### src/rtl/decoder2to4_seq_pkg.sv
// Shared widths, FSM state type and the code-to-one-hot helper for the
// registered 2-to-4 decoder.
package dec_pkg;

  localparam int CODE_W   = 2;
  localparam int ONEHOT_W = 4;

  typedef enum logic [1:0] {
    IDLE  = 2'd0,
    PULSE = 2'd1,
    GAP   = 2'd2
  } state_e;

  // One-hot strobe with bit [code] set.
  function automatic logic [ONEHOT_W-1:0] onehot(input logic [CODE_W-1:0] code);
    logic [ONEHOT_W-1:0] one;
    one = {{(ONEHOT_W-1){1'b0}}, 1'b1};
    return one << code;
  endfunction

endpackage

### src/rtl/decoder2to4_seq_if.sv
// Bus bundle for the decoder: code input handshake plus decoded strobe outputs.
//
// Handshake: a code transfers on a rising clk edge where in_valid and in_ready
// are both high. The producer may change in_code/in_valid freely; a code
// presented while in_ready is low is not taken and is simply lost. in_ready
// depends only on reset and registered FIFO occupancy, never on in_valid.
interface decoder2to4_seq_if;
  import dec_pkg::*;

  logic                in_valid;
  logic                in_ready;
  logic [CODE_W-1:0]   in_code;
  logic [ONEHOT_W-1:0] out;
  logic                out_valid;
  logic [CODE_W-1:0]   out_code;
  logic                busy;

  modport master (
    output in_valid, in_code,
    input  in_ready, out, out_valid, out_code, busy
  );

  modport slave (
    input  in_valid, in_code,
    output in_ready, out, out_valid, out_code, busy
  );

endinterface

### src/rtl/decoder2to4_seq_code_fifo.sv
// Small synchronous FIFO holding pending 2-bit codes. Pointers wrap modulo
// DEPTH explicitly so non-power-of-two sizes would still behave.
module code_fifo
  import dec_pkg::*;
#(
  parameter int  DEPTH  = 2,
  localparam int PTR_W  = (DEPTH > 1) ? $clog2(DEPTH) : 1,
  localparam int FCNT_W = $clog2(DEPTH + 1)
) (
  input  logic              clk,
  input  logic              rst,
  input  logic              push,
  input  logic              pop,
  input  logic [CODE_W-1:0] din,
  output logic [CODE_W-1:0] dout,
  output logic              full,
  output logic              empty,
  output logic [FCNT_W-1:0] count
);

  localparam logic [PTR_W-1:0]  LAST_PTR = PTR_W'(DEPTH - 1);
  localparam logic [FCNT_W-1:0] FULL_CNT = FCNT_W'(DEPTH);

  logic [CODE_W-1:0] mem [DEPTH];
  logic [PTR_W-1:0]  wr_ptr;
  logic [PTR_W-1:0]  rd_ptr;
  logic              do_push;
  logic              do_pop;

  assign full    = (count == FULL_CNT);
  assign empty   = (count == '0);
  assign do_push = push && !full;
  assign do_pop  = pop && !empty;
  assign dout    = mem[rd_ptr];

  // Storage write; contents need no reset because count gates visibility.
  always_ff @(posedge clk) begin
    if (do_push) begin
      mem[wr_ptr] <= din;
    end
  end

  // Pointer and occupancy bookkeeping, flushed by reset.
  always_ff @(posedge clk) begin
    if (rst) begin
      wr_ptr <= '0;
      rd_ptr <= '0;
      count  <= '0;
    end else begin
      if (do_push) begin
        wr_ptr <= (wr_ptr == LAST_PTR) ? '0 : wr_ptr + 1'b1;
      end
      if (do_pop) begin
        rd_ptr <= (rd_ptr == LAST_PTR) ? '0 : rd_ptr + 1'b1;
      end
      case ({do_push, do_pop})
        2'b10:   count <= count + 1'b1;
        2'b01:   count <= count - 1'b1;
        default: count <= count;
      endcase
    end
  end

endmodule

### src/rtl/decoder2to4_seq.sv
// Registered 2-to-4 decoder: buffers incoming codes and replays each as a
// PULSE_LEN-cycle one-hot strobe followed by GAP_LEN idle cycles.
module decoder2to4_seq
  import dec_pkg::*;
#(
  parameter int PULSE_LEN = 3,
  parameter int GAP_LEN   = 1,
  parameter int DEPTH     = 2
) (
  input  logic              clk,
  input  logic              rst,
  decoder2to4_seq_if.slave  bus,
  output state_e            fsm_state
);

  localparam int CNT_MAX = (PULSE_LEN > GAP_LEN) ? ((PULSE_LEN > 2) ? PULSE_LEN : 2)
                                                 : ((GAP_LEN > 2) ? GAP_LEN : 2);
  localparam int CNT_W   = $clog2(CNT_MAX);
  localparam int FCNT_W  = $clog2(DEPTH + 1);

  localparam logic [CNT_W-1:0] PULSE_RELOAD = CNT_W'(PULSE_LEN - 1);
  localparam logic [CNT_W-1:0] GAP_RELOAD   = (GAP_LEN > 0) ? CNT_W'(GAP_LEN - 1) : '0;

  state_e              state_q, state_d;
  logic [CNT_W-1:0]    cnt_q, cnt_d;
  logic [ONEHOT_W-1:0] out_q, out_d;
  logic [CODE_W-1:0]   code_q, code_d;
  logic                valid_q, valid_d;

  logic                push;
  logic                pop;
  logic [CODE_W-1:0]   head;
  logic                fifo_full;
  logic                fifo_empty;
  logic [FCNT_W-1:0]   fifo_count;

  assign bus.in_ready = !rst && !fifo_full;
  assign push         = bus.in_valid && bus.in_ready;

  code_fifo #(.DEPTH(DEPTH)) u_fifo (
    .clk   (clk),
    .rst   (rst),
    .push  (push),
    .pop   (pop),
    .din   (bus.in_code),
    .dout  (head),
    .full  (fifo_full),
    .empty (fifo_empty),
    .count (fifo_count)
  );

  // Next-state and output decode: pop a queued code whenever the previous
  // pulse/gap window has fully elapsed, so starts are PULSE_LEN+GAP_LEN apart.
  always_comb begin
    state_d = state_q;
    cnt_d   = cnt_q;
    out_d   = out_q;
    code_d  = code_q;
    valid_d = valid_q;
    pop     = 1'b0;
    case (state_q)
      IDLE: begin
        if (!fifo_empty) begin
          pop     = 1'b1;
          out_d   = onehot(head);
          code_d  = head;
          valid_d = 1'b1;
          cnt_d   = PULSE_RELOAD;
          state_d = PULSE;
        end
      end
      PULSE: begin
        if (cnt_q != '0) begin
          cnt_d = cnt_q - 1'b1;
        end else if (GAP_LEN > 0) begin
          out_d   = '0;
          valid_d = 1'b0;
          cnt_d   = GAP_RELOAD;
          state_d = GAP;
        end else if (!fifo_empty) begin
          // Zero gap: chain the next code with no dead cycle.
          pop     = 1'b1;
          out_d   = onehot(head);
          code_d  = head;
          valid_d = 1'b1;
          cnt_d   = PULSE_RELOAD;
        end else begin
          out_d   = '0;
          valid_d = 1'b0;
          state_d = IDLE;
        end
      end
      GAP: begin
        if (cnt_q != '0) begin
          cnt_d = cnt_q - 1'b1;
        end else if (!fifo_empty) begin
          pop     = 1'b1;
          out_d   = onehot(head);
          code_d  = head;
          valid_d = 1'b1;
          cnt_d   = PULSE_RELOAD;
          state_d = PULSE;
        end else begin
          state_d = IDLE;
        end
      end
      default: begin
        out_d   = '0;
        valid_d = 1'b0;
        cnt_d   = '0;
        state_d = IDLE;
      end
    endcase
  end

  // State, counter and output registers; reset discards any pulse in flight.
  always_ff @(posedge clk) begin
    if (rst) begin
      state_q <= IDLE;
      cnt_q   <= '0;
      out_q   <= '0;
      code_q  <= '0;
      valid_q <= 1'b0;
    end else begin
      state_q <= state_d;
      cnt_q   <= cnt_d;
      out_q   <= out_d;
      code_q  <= code_d;
      valid_q <= valid_d;
    end
  end

  assign bus.out       = out_q;
  assign bus.out_valid = valid_q;
  assign bus.out_code  = code_q;
  assign bus.busy      = (state_q != IDLE) || (fifo_count != '0);
  assign fsm_state     = state_q;

endmodule

### src/flat_wrapper.sv
// flat-port wrapper written by rule: the top's interface ports become plain ports
module decoder2to4_seq_flat import dec_pkg::*;
#(
  parameter int PULSE_LEN = 3,
  parameter int GAP_LEN   = 1,
  parameter int DEPTH     = 2
)
  (clk, rst, fsm_state, bus_in_valid, bus_in_code, bus_in_ready, bus_out, bus_out_valid, bus_out_code, bus_busy);
  decoder2to4_seq_if bus_i ();
  input  logic clk;
  input  logic rst;
  output state_e fsm_state;
  input wire logic [$bits(bus_i.in_valid)-1:0] bus_in_valid;
  input wire logic [$bits(bus_i.in_code)-1:0] bus_in_code;
  output wire logic [$bits(bus_i.in_ready)-1:0] bus_in_ready;
  output wire logic [$bits(bus_i.out)-1:0] bus_out;
  output wire logic [$bits(bus_i.out_valid)-1:0] bus_out_valid;
  output wire logic [$bits(bus_i.out_code)-1:0] bus_out_code;
  output wire logic [$bits(bus_i.busy)-1:0] bus_busy;
  assign bus_i.in_valid = bus_in_valid;
  assign bus_i.in_code = bus_in_code;
  assign bus_in_ready = bus_i.in_ready;
  assign bus_out = bus_i.out;
  assign bus_out_valid = bus_i.out_valid;
  assign bus_out_code = bus_i.out_code;
  assign bus_busy = bus_i.busy;
  decoder2to4_seq #(.PULSE_LEN(PULSE_LEN), .GAP_LEN(GAP_LEN), .DEPTH(DEPTH)) u_core (.clk(clk), .rst(rst), .bus(bus_i), .fsm_state(fsm_state));
endmodule
### config.mk
export PLATFORM = sky130hd
export DESIGN_NAME = decoder2to4_seq_flat
export DESIGN_NICKNAME = d
export VERILOG_FILES = /design/src/rtl/decoder2to4_seq_pkg.sv /design/src/rtl/decoder2to4_seq_if.sv /design/src/rtl/decoder2to4_seq_code_fifo.sv /design/src/rtl/decoder2to4_seq.sv /design/src/flat_wrapper.sv
export SDC_FILE = /design/constraint.sdc
export NUM_CORES = 1
export LEC_CHECK = 0
export CORE_UTILIZATION = 49
export DETAILED_ROUTE_END_ITERATION = 8
export PLACE_DENSITY = 0.76
export SLEW_MARGIN = 0
export SYNTH_ARGS = -nofsm -noshare
export SYNTH_HDL_FRONTEND = slang
export SYNTH_SLANG_ARGS = --single-unit
### constraint.sdc
create_clock -name clk -period 2.45 [get_ports clk]
set_input_delay 0.6125 -clock clk [delete_from_list [all_inputs] [get_ports clk]]
set_output_delay 0.6125 -clock clk [all_outputs]
set_load 0.01 [all_outputs]
# Word-level counts from Yosys, hierarchy flattened
# Memories as Yosys holds them, arrays and structs flattened. A register that Yosys moved wholly into a read port is not among the register bits.
# Index checks and enable logic that the tools add are counted.
# W data, S select, Z words.
op_classes:
  shift: 1
  muxes: 30
  eq_ne: 8
  reduce_logical: 18
  n_addsub: 5
ops:
  columns: ["op", "count"]
  rows:
  - ["$mux W2", 8]
  - ["$mux W1", 12]
  - ["$mux W4", 3]
  - ["$pmux W2 S3", 2]
  - ["$pmux W4 S3", 1]
  - ["$reduce_bool A2 Y1", 5]
  - ["$pmux W2 S2", 2]
  - ["$eq A2 B2 Y1 const B", 3]
  - ["$ne A2 B2 Y1 const B", 3]
  - ["$eq A2 B1 Y1 const B", 2]
  - ["$logic_and A1 B1 Y1", 4]
  - ["$logic_not A2 Y1", 2]
  - ["$reduce_and A2 Y1", 2]
  - ["$shl A1 B2 Y4 const A", 1]
  - ["$sub A2 B1 Y2 const B", 2]
  - ["$logic_not A1 Y1", 3]
  - ["$pmux W1 S3", 1]
  - ["$reduce_and A3 Y1", 1]
  - ["$add A1 B1 Y1 const B", 2]
  - ["$add A2 B1 Y2 const B", 1]
  - ["$pmux W1 S2", 1]
  - ["$logic_or A1 B1 Y1", 1]
word_totals:
  n_memories: 1
  out_inout_bits: 11
  mem_bits_rw: 4
  word_cells: 71
  input_bits: 5
  register_bits: 15
memory_table:
  columns: ["name", "words", "width", "rd", "rd_clocked_by_memory_dff", "write_ports", "line_no", "source"]
  rows:
  - ["u_core.u_fifo.mem", 2, 2, 1, 1, 1, "decoder2to4_seq_code_fifo.sv:24", "logic [CODE_W-1:0] mem [DEPTH];"]

# Logic depth before layout (Yosys ltp)
# Gate-level depths: netlist of run 1.
depth:
  depth_word: 7
  ltp_mapped: 9
  ltp_nobuf: 7

# Cells and area by module
# From an unflattened synthesis of run 1, not the netlist that was laid out.
unflattened:
  hier_cells: 93
  area_unflattened_um2: 898.4
modules_own_cells:
  columns: ["module", "cells_per_inst", "area_per_inst_um2", "instances", "seq_area_each_um2"]
  rows:
  - ["decoder2to4_seq", 61, 531.8, 1, 220.2]
  - ["code_fifo", 32, 366.6, 1, 220.2]

# Worst setup path before layout of run 1
# OpenSTA, ideal clock, no wires.
synth_timing:
  kind: "reg-to-reg"
  startpoint: "register u_core.state_q[1] (netlist: u_core.fsm_state[1])"
  endpoint: "register u_core.u_fifo.count[1]"
  setup_ns: 0.070
  arrival_time_ns: 1.915
  path_buffers: 2
  synth_period_minus_slack_ns: 1.984
  path_stages_with_launch: 9
  setup_slack_ns: 0.466
  required_ns: 2.380
  cell_sequence: "dfxtp_1 > buf_6 > o21a_1 > or3_1 > buf_6 > inv_2 > ha_1 > or3_1 > a21oi_1"
synth_via:
  elab_chain_len: 5
  elab_cells_between_ends: 8
  classes_between: "3 x eq/ne; 2 x mux; 3 x reduce/logical"
synth_lines:
  columns: ["item", "line_no", "source"]
  rows:
  - ["start: declaration", "decoder2to4_seq.sv:24", "state_e state_q, state_d;"]
  - ["start signal: assignment", "decoder2to4_seq.sv:125", "state_q <= state_d;"]
  - ["$eq A2 B2 Y1 or $logic_not A2 Y1 (tied branches)", "decoder2to4_seq.sv:61", "case (state_q)"]
  - ["$pmux W1 S2 (*)", "decoder2to4_seq.sv:61", null]
  - ["$logic_and A1 B1 Y1 (*)", "decoder2to4_seq_code_fifo.sv:33", "assign do_pop = pop && !empty;"]
  - ["via u_core.u_fifo.do_pop", "decoder2to4_seq_code_fifo.sv:28", "logic do_pop;"]
  - ["$eq A2 B1 Y1 or $eq A2 B2 Y1 (tied branches)", "decoder2to4_seq_code_fifo.sv:56", "case ({do_push, do_pop})"]
  - ["$pmux W2 S2 or $reduce_bool A2 Y1 (tied branches)", null, null]
  - ["end signal: assignment", "decoder2to4_seq_code_fifo.sv:57", "2'b10: count <= count + 1'b1;"]
  - ["end signal: assignment", "decoder2to4_seq_code_fifo.sv:58", "2'b01: count <= count - 1'b1;"]
  - ["end signal: assignment", "decoder2to4_seq_code_fifo.sv:59", "default: count <= count;"]
  - ["end: declaration", "decoder2to4_seq_code_fifo.sv:18", "output logic [FCNT_W-1:0] count"]
# The timed path passes the listed nets; every way through them passes the cells marked *.
# A chain may end at the register's enable or synchronous reset.

# Worst setup path after layout of run 1
layout_timing:
  startpoint: "input port rst"
  endpoint: "output port bus_in_ready"
layout_via:
  elab_chain_len: 2
layout_lines:
  columns: ["item", "line_no", "source"]
  rows:
  - ["start: declaration", "flat_wrapper.sv:11", "input logic rst;"]
  - ["$logic_not A1 Y1", "decoder2to4_seq.sv:37", "assign bus.in_ready = !rst && !fifo_full;"]
  - ["$logic_and A1 B1 Y1", "decoder2to4_seq.sv:37", null]
  - ["end: declaration", "flat_wrapper.sv:15", "output wire logic [$bits(bus_i.in_ready)-1:0] bus_in_ready;"]
# No other way between the ends.

==> results.txt, run 1 <==
FF-to-FF End = u_core.u_fifo.count[1]
post-synth cell types = 28
startpoint types = primary input
die area = 1920 sq um
wl on met1 = 635 um
total net switching power = 0.448 mW
largest net degree at the start of global routing = 14
fin crit share = 96.5%
antenna violations before repair = 0
CP max FO = 4
number of flops mapped to enable cells by yosys = 4
Worst Hold Path EP = u_core.bus.out[2]
vias per cell = 5.60
final WL = 1530 um
IO Pins = 16
mux contribution to synthesized area = 4.81%
Initial Util = 54.4%
Total Power = 1.19 mW
asr flop ratio synth = 0%
RSZ-0062 raised after global routing = no
antenna viol nets, final = 0
Post-Syn Area per Cell = 9.64 sq um
synthesis-to-finish area growth = 20.1%
status = finished clean
Clk network pwr share = 12.4%
CP most frequent cell = clkdlybuf4s50_1
Cell Count, Final, Fillers Out = 121
final instance area = 1030 sq um
final hold slack = 0.473 ns
final hold vios = 0
Post-Synth Simple-Gate Area = 18.2%
Post-route DRC = 0
synthesized flop and latch total = 20
max-slew violation count = 0
Synth Instances = 89
DR WL met3 = 89 um
first-pass GRT wire length = 2750 um
syn_nets = 95
CP Data Required Time = 1.84 ns
Post-CTS Resized = 0
Die W = 43.9 um
largest family of logic cells by synthesized area = simple AND/OR/NAND/NOR gates
worst vdd ir = 705 uV
Setup TNS Final = 0 ns
hold wc startpoint = u_core.bus.out[2]
placed cells = 118
worst-skew pair later-pin latency = 0.29 ns
DR WL/cell = 12.6 um
ys flop type = dfxtp_1
worst-path cell chain = clkdlybuf4s50_1, a21oi_1, clkdlybuf4s50_1
cell depth of the worst flop-to-flop path = 6
uppermost layer routed = met4
power per standard cell area = 1160 nW/um^2
routability cong. = 0.769
Arrival @ worst endpoint = 1.75 ns
Worst setup EP type = primary output
Mapped Area = 858 sq um
worst rel slew slack = 64.1%
dpl hpwl = 1170 um
H-tree Lvls = 1
fmax = 423 MHz
Worst R2R Start = u_core.fsm_state[1]
die height = 43.9 um
Final Net Count = 113
I/O Buffers = 15
P_leak = 0.376 nW
Worst Max-Slew Pin Slew = 0.533 ns
setup violators final = 0
xor/xnor cell area share of the yosys netlist = 4.08%
Setup crit start = rst
Hold/Removal Path Class = flop to flop
GRT Overall Usage = 19.6%
minimum clock period = 2.36 ns
Yosys top cell area share = 37.3%
sw frac = 37.5%
area post-placement = 1010 sq um
largest area contributor in the netlist = dfxtp_1
adder-cell share of the synthesized area = 1.46%
register area share after synthesis = 51.3%
Pint = 0.747 mW
root buf cell = clkbuf_4
slowest stage delay, CP = 0.54 ns
CTS tree = done
ant diodes = 0
clk sinks = 20
DR vias = 677
Compound-Gate Fraction of Synth Area = 13.0%
clock tree buffer depth = 2
Placement Rows = 14
Worst-path clk slew = 0.10 ns
top post-synthesis cells by area = dfxtp_1 37%, edfxtp_1 14%, nor2_1 7.0%
Crit Path Class = primary input to primary output
Flop pwr share = 42.1%
Core ar. = 1580 sq um
Commonest cells post-synth = 16 x dfxtp_1, 16 x nor2_1, 10 x a21oi_1
Post-CTS Hold Buffers = 0
combinational power share = 45.6%
Worst path slowest cell = clkdlybuf4s50_1
Overflow after GRT = 0
FF-to-FF setup slack = 0.32 ns
TritonCTS Buffers = 3
vias in the first global route = 672
postcts setup bufs = 0
YS warnings = 0
drt pass-1 iters = 6
Met2 Wirelength = 789 um
layout cell share with drive strength beyond 1 = 8.57%
DR iter-0 viols = 19
Max-Cap Viols = 0
Cells on Worst Hold Path = 2
Clock Skew = 0.00173 ns
stage by stage:
stage                     setup slack, ns  utilization, %
after CTS                          0.0797            65.4
after global placement             0.0936            64.0
final                              0.0869            65.4
after detailed placement           0.0838            64.0
after global routing               0.0129            65.4
after floorplan                     0.466               -
per-layer routing:
metal / vias to the layer above / global-route usage (%)
li1: 342 / -
met1: 308 / 22.3
met2: 25 / 34.9
met3: 2 / 5.00
met4: 0 / 7.88
met5: - / 0
power groups by stage:
stage	clock (mW)	sequential [mW]	combinational, mW
5_1_grt	0.166	0.518	0.611
4_1_cts	0.150	0.502	0.550
3_5_place_dp	0	0.510	0.546
2_1_floorplan	0	0.497	0.390
3_3_place_gp	0	0.506	0.523
6_report	0.148	0.503	0.545
layout make-up:
| type | count | area [sq um] |
|---|---|---|
| Fill cell | 143 | 546 |
| Multi-Input combinational cell | 59 | 357 |
| Sequential cell | 20 | 440 |
| Timing Repair Buffer | 18 | 173 |
| Tap cell | 16 | 20.0 |
| Clock buffer | 3 | 22.5 |
| Inverter | 5 | 18.8 |
cell usage in the layout, fill, tap and decap left out, types with 3 or more instances in the layout:
| cell | synthesis | routed |
|---|---|---|
| edfxtp_1 | 4 | 4 |
| mux2i_1 | 3 | 3 |
| clkdlybuf4s50_1 | 0 | 15 |
| inv_1 | 4 | 4 |
| buf_4 | 2 | 3 |
| xnor2_1 | 3 | 3 |
| dfxtp_1 | 16 | 16 |
| a21oi_1 | 10 | 10 |
| clkbuf_4 | 0 | 3 |
| o21ai_0 | 3 | 3 |
| nor2_1 | 16 | 16 |
| nand3_1 | 4 | 4 |
logic make-up (layout without fill, tap and decap cells):
logic type,Yosys count,in the layout
AOI/OAI and AO/OA,19,19
xor gates and xnor gates,4,4
adders and majority gates,1,1
buffers and inverters,10,26
DFF,20,20
muxes,4,4
and+or+nand+nor,31,31
state kept, by name, summed over array words and instances, names as in the netlist, named ones only:
signal and count:
u_core.bus.out 4, u_core.bus.out_code 2, u_core.bus.out_valid 1, u_core.cnt_q 2, u_core.fsm_state 2, u_core.u_fifo.count 2
u_core.u_fifo.mem 4, u_core.u_fifo.rd_ptr 1, u_core.u_fifo.wr_ptr 1
worst max path at each step:
| stage | endpoint | slack, ns |
|---|---|---|
| floorplan | u_core.u_fifo.count[1] | 0.47 |
| global placement | bus_in_ready | 0.09 |
| detailed placement | bus_in_ready | 0.08 |
| CTS | bus_in_ready | 0.08 |
| global route | bus_in_ready | 0.01 |
| finish | bus_in_ready | 0.09 |
worst max-delay path, delay by kind of cell:
| family | cells | cell delay (ns) |
|---|---|---|
| AO/OA/AOI/OAI | 1 | 0.13 |
| buffers and inverters | 2 | 1.00 |
Note: power is estimated with default switching activity, not from simulation.
==> inputs of run 2 (changes only) <==
- CORE_UTILIZATION: 49 -> 50
- SYNTH_HIERARCHICAL: not set -> 1
==> run 2 against run 1 <==
Effect of this change:
- hold slack better by 0.0049 ns
- wire length up 12%
- final cell count up 11%
==> results.txt, run 2 <==
status = finished clean
first-pass GRT wire length = 2920 um (+6.0%)
Worst Max-Slew Pin Slew = 0.495 ns (-0.0383 ns)
Die W = 44.4 um (+1.2%)
synthesized flop and latch total = 20 (unchanged)
synthesis-to-finish area growth = 22.8%
Max-Cap Viols = 0 (unchanged)
die area = 1970 sq um (+2.4%)
Pint = 0.703 mW (-5.9%)
Post-CTS Resized = 0 (unchanged)
Post-Syn Area per Cell = 9.66 sq um (+0.16%)
Yosys top cell area share = 35.7% (-1.7 points)
Clk network pwr share = 14.7% (+2.3 points)
CP max FO = 12 (+8)
Post-CTS Hold Buffers = 0 (unchanged)
minimum clock period = 2.36 ns (+0.000274 ns)
Final Net Count = 117 (+3.5%)
final hold vios = 0 (unchanged)
antenna viol nets, final = 0 (unchanged)
Mapped Area = 898 sq um (+4.7%)
IO Pins = 16 (unchanged)
layout cell share with drive strength beyond 1 = 9.09% (+0.52 points)
setup violators final = 0 (unchanged)
DR iter-0 viols = 17 (-2)
Worst setup EP type = primary output
commonest non-fill, non-tap cells in the layout = 16 x dfxtp_1, 15 x clkdlybuf4s50_1, 10 x nor2_1
Post-route DRC = 0 (unchanged)
power per standard cell area = 979 nW/um^2 (-16%)
worst vdd ir = 608 uV (-14%)
antenna violations before repair = 0 (unchanged)
ys flop type = dfxtp_1
CTS tree = done
Flop pwr share = 44.0% (+1.9 points)
top post-synthesis cells by area = dfxtp_1 36%, edfxtp_1 13%, a21oi_1 4.5%
ant diodes = 0 (unchanged)
vias per cell = 5.33 (-4.8%)
root buf cell = clkbuf_4
Overflow after GRT = 0 (unchanged)
Core ar. = 1590 sq um (+1.1%)
YS warnings = 6 (+6)
number of flops mapped to enable cells by yosys = 4 (unchanged)
Placement Rows = 14 (unchanged)
most common cell after layout, fill and taps aside = dfxtp_1
vias in the first global route = 706 (+5.1%)
P_leak = 0.419 nW (+11%)
Commonest cells post-synth = 16 x dfxtp_1, 10 x nor2_1, 8 x a21oi_1, 8 x o21ai_0
placed cells = 130 (+10%)
asr flop ratio synth = 0% (unchanged)
combinational power share = 41.3% (-4.3 points)
drt pass-1 iters = 5 (-1)
final WL = 1710 um (+12%)
post-synth cell types = 35 (+25%)
RSZ-0062 raised after global routing = no
Setup TNS Final = 0 ns (unchanged)
Cell Count, Final, Fillers Out = 134 (+11%)
syn_nets = 99 (+4.2%)
routability cong. = 0.763 (-0.70%)
register area share after synthesis = 49.0% (-2.3 points)
sw frac = 34.9% (-2.6 points)
startpoint types = flop
worst-skew pair later-pin latency = 0.29 ns (about the same)
worst rel slew slack = 66.9% (+2.9 points)
Initial Util = 56.4% (+1.9 points)
clk sinks = 20 (unchanged)
Worst-path clk slew = 0.11 ns (about the same)
Hold/Removal Path Class = flop to flop
largest net degree at the start of global routing = 17 (+3)
I/O Buffers = 15 (unchanged)
Arrival @ worst endpoint = 1.75 ns (about the same)
Clock Skew = 0.00133 ns (-0.000404 ns)
total net switching power = 0.377 mW (-16%)
Synth Instances = 93 (+4.5%)
top-count cell post-synth = dfxtp_1
max-slew violation count = 0 (unchanged)
postcts setup bufs = 0 (unchanged)
DR vias = 714 (+5.5%)
H-tree Lvls = 1 (unchanged)
largest area contributor in the netlist = dfxtp_1
die height = 44.4 um (+1.2%)
fmax = 423 MHz (about the same)
DR WL/cell = 12.7 um (+1.1%)
CP Data Required Time = 1.84 ns (about the same)
Crit Path Class = flop to primary output
TritonCTS Buffers = 3 (unchanged)
fin crit share = 96.5% (about the same)
fillers = 125 (-13%)
GRT Overall Usage = 20.5% (+0.86 points)
clock tree buffer depth = 2 (unchanged)
run 2: changes by cell type after synthesis, moves of 3 or more:
cell	before	now
clkbuf_1	0	3
nand3_1	4	0
nor2_1	16	10
o21ai_0	3	8
run 2: worst paths after layout:
| path | end | from | depth (start not counted) | slack, ns |
|---|---|---|---|---|
| worst max-delay path | bus_busy | u_core/fsm_state[0] | 2 | 0.09 |
| worst min-delay path | u_core/bus.out[1] | u_core/bus.out[1] | 2 | 0.48 |
| worst max register to register | u_core/u_fifo/count[1] | u_core/u_fifo/count[0] | 7 | 0.34 |
| worst min register to register | u_core/bus.out[1] | u_core/bus.out[1] | 2 | 0.48 |
run 2: logic make-up (layout without fill, tap and decap cells):
family | Yosys count | in the layout | synth area share, %
AND/OR/NAND/NOR | 30 | 30 | 19.2
AO/OA/AOI/OAI | 26 | 26 | 18.8
flip-flops | 20 | 20 | 49.0
buffers and inverters | 9 | 26 | 3.90
multiplexers | 4 | 4 | 4.74
XOR/XNOR | 3 | 3 | 2.93
adder cells (fa/ha/maj) | 1 | 1 | 1.39
run 2: final cells by class:
cell class	count	area [sq um]	area share, %
clock buffers	4	26.3	2.38
inverters	5	18.8	1.70
multi-input cells	64	423	38.3
flip-flops and latches	20	440	39.9
well taps	24	30.0	2.72
repair buffers	17	165	15.0
run 2: per-layer routing:
layer / vias up / global-route usage (%) / wire, um
met4: 0 / 12.1 / 60
li1: 368 / - / -
met1: 321 / 25.8 / 782
met5: - / 0 / 0
met3: 6 / 4.49 / 74
met2: 19 / 32.1 / 789
run 2: power by group through the flow:
| stage | Clock (mW) | Sequential, mW | Combinational, mW |
|---|---|---|---|
| 2_1_floorplan | 0 | 0.474 | 0.286 |
| 3_3_place_gp | 0 | 0.478 | 0.429 |
| 3_5_place_dp | 0 | 0.481 | 0.438 |
| 4_1_cts | 0.165 | 0.474 | 0.444 |
| 5_1_grt | 0.181 | 0.487 | 0.491 |
| 6_report | 0.159 | 0.475 | 0.446 |
run 2: through the flow:
| step | area [sq um] | util, % | hold slack [ns] | setup slack, ns | total power, mW |
|---|---|---|---|---|---|
| finish | 1100 | 69.2 | 0.478 | 0.0866 | 1.08 |
| global route | 1100 | 69.2 | 0.525 | 0.0266 | 1.16 |
| CTS | 1100 | 69.2 | 0.479 | 0.0824 | 1.08 |
| detailed placement | 1080 | 67.6 | 0.465 | 0.125 | 0.918 |
| global placement | 1080 | 67.6 | 0.457 | 0.148 | 0.907 |
| floorplan | 898 | - | 0.452 | 0.419 | 0.760 |
run 2: worst max-delay path, cell delays in order (launching register included):
cell	delay (ns)
dfxtp_1	0.43
or4_1	0.54
clkdlybuf4s50_1	0.49
==> inputs of run 3 (changes only) <==
- REMOVE_ABC_BUFFERS: not set -> 1
==> run 3 against run 2 <==
Effect of this change:
- largest power group unchanged
- combinational power about the same
- cell area increased by 2.5%
- count of clock-buffer cells in the layout decreased by 1
- critical path type unchanged
- die area unchanged
- non-clock buffer count unchanged
- wire length decreased by 0.64%
- critical endpoint unchanged
- fmax decreased by 0.11%
- sequential power about the same
- critical path depth unchanged
==> results.txt, run 3 (same netlist as run 2, synthesis figures left out) <==
RSZ-0062 raised after global routing = no
final hold vios = 0 (unchanged)
Final Net Count = 117 (unchanged)
worst-skew pair later-pin latency = 0.30 ns (about the same)
final core utilization = 71.0% (+1.7 points)
synthesis-to-finish area growth = 25.9%
Die W = 44.4 um (unchanged)
Crit Path Class = flop to primary output
Placement Rows = 14 (unchanged)
ant diodes = 0 (unchanged)
vias in the first global route = 696 (-1.4%)
Setup crit start = u_core/fsm_state[1]
largest net degree at the start of global routing = 17 (unchanged)
Post-route DRC = 0 (unchanged)
antenna violations before repair = 0 (unchanged)
fmax = 423 MHz (-0.11%)
H-tree Lvls = 1 (unchanged)
DR WL/cell = 12.7 um (-0.64%)
Max-Cap Viols = 0 (unchanged)
clock tree buffer depth = 2 (unchanged)
status = finished clean
drt pass-1 iters = 4 (-1)
TritonCTS Buffers = 3 (unchanged)
Clk network pwr share = 22.6% (+7.9 points)
DR iter-0 viols = 9 (-8)
vias per cell = 5.28 (-0.84%)
startpoint types = flop
Post-CTS Resized = 0 (unchanged)
Overflow after GRT = 0 (unchanged)
routability cong. = 0.757 (-0.84%)
commonest non-fill, non-tap cells in the layout = 15 x clkdlybuf4s50_1, 15 x dfxtp_1, 10 x nor2_1
Worst R2R Start = u_core/u_fifo/count[0]
CP max FO = 10 (-2)
placed cells = 130 (unchanged)
CP Data Required Time = 1.84 ns (about the same)
worst rel slew slack = 72.6% (+5.7 points)
sw frac = 32.2% (-2.7 points)
Flop pwr share = 40.1% (-3.9 points)
IO Pins = 16 (unchanged)
postcts setup bufs = 0 (unchanged)
Initial Util = 56.4% (unchanged)
minimum clock period = 2.37 ns (+0.00264 ns)
die area = 1970 sq um (unchanged)
die height = 44.4 um (unchanged)
root buf cell = clkbuf_4
GRT Overall Usage = 20.2% (-0.26 points)
combinational power share = 37.3% (-4.0 points)
P_leak = 0.432 nW (+3.2%)
Hold/Removal Path Class = flop to flop
Post-CTS Hold Buffers = 0 (unchanged)
clk sinks = 20 (unchanged)
FF-to-FF End = u_core/u_fifo/count[1]
I/O Buffers = 15 (unchanged)
area of the multi-input gates = 423 sq um (unchanged)
final WL = 1700 um (-0.64%)
Setup TNS Final = 0 ns (unchanged)
FF-to-FF setup slack = 0.31 ns (-0.03 ns)
Pint = 0.807 mW (+15%)
Clock Skew = 0.00146 ns (+0.000128 ns)
Arrival @ worst endpoint = 1.75 ns (about the same)
first-pass GRT wire length = 2920 um (unchanged)
antenna viol nets, final = 0 (unchanged)
worst vdd ir = 554 uV (-8.8%)
fin crit share = 96.6% (+0.11 points)
Reg area = 442 sq um (+0.28%)
setup violators final = 0 (unchanged)
CTS tree = done
Total Power = 1.19 mW (+10%)
final hold slack = 0.481 ns (+0.00348 ns)
Worst-path clk slew = 0.12 ns (about the same)
max-slew violation count = 0 (unchanged)
Worst setup EP type = primary output
crit path to = bus_busy
layout cell share with drive strength beyond 1 = 10.9% (+1.8 points)
Core ar. = 1590 sq um (unchanged)
Cell Count, Final, Fillers Out = 134 (unchanged)
power per standard cell area = 1050 nW/um^2 (+7.5%)
DR vias = 708 (-0.84%)
total net switching power = 0.383 mW (+1.7%)
Worst Max-Slew Pin Slew = 0.410 ns (-0.0852 ns)
fillers = 146 (+17%)
cell depth of the worst flop-to-flop path = 7 (unchanged)
-- run 3: cell count changes in the layout (fill, tap and decap cells not counted), sizes merged --
cell / delta
clkbuf: -1
bufinv: +1
-- run 3: critical path, stage by stage, from the launching register on --
cell and delay, ns:
dfxtp_1 0.41, or4_1 0.56, clkdlybuf4s50_1 0.49
-- run 3: cell type report --
cell class              instances  share of cell area (%)
well taps                      24                    2.65
clock inverters                 1                    2.65
multi-input cells              64                    37.4
clock buffers                   3                    1.99
repair buffers                 17                    14.6
inverters                       5                    1.66
flip-flops and latches         20                    39.0
-- run 3: routing by layer --
metal / part of all wire (%) / routed length [um] / vias up / GRT usage (%)
li1: - / - / 364 / -
met1: 46 / 780 / 326 / 24.8
met2: 50 / 843 / 16 / 34.4
met3: 3.6 / 61 / 2 / 3.67
met4: 0.59 / 10 / 0 / 9.09
met5: 0 / 0 / - / 0
-- run 3: power groups by stage --
stage,clock (mW),sequential (mW),combinational [mW]
finish,0.269,0.477,0.444
global placement,0,0.478,0.430
floorplan,0,0.486,0.262
detailed placement,0,0.482,0.440
CTS,0.276,0.475,0.446
global route,0.290,0.490,0.489
-- run 3: worst min-delay path by stage --
| stage | startpoint | to | slack (ns) | cells past startpoint |
|---|---|---|---|---|
| floorplan | u_core/u_fifo/wr_ptr | u_core/u_fifo/wr_ptr | 0.45 | 2 |
| global placement | u_core/bus.out[2] | u_core/bus.out[2] | 0.46 | 2 |
| detailed placement | u_core/bus.out[3] | u_core/bus.out[3] | 0.47 | 2 |
| CTS | u_core/bus.out[3] | u_core/bus.out[3] | 0.48 | 2 |
| global route | u_core/bus.out[3] | u_core/bus.out[3] | 0.52 | 2 |
| finish | u_core/bus.out[3] | u_core/bus.out[3] | 0.48 | 2 |
-- run 3: stage by stage --
stage | instance area [sq um] | setup WS, ns
finish | 1130 | 0.0840
floorplan | 882 | 0.512
CTS | 1130 | 0.0384
detailed placement | 1080 | 0.117
global placement | 1080 | 0.122
global route | 1130 | 0.0132
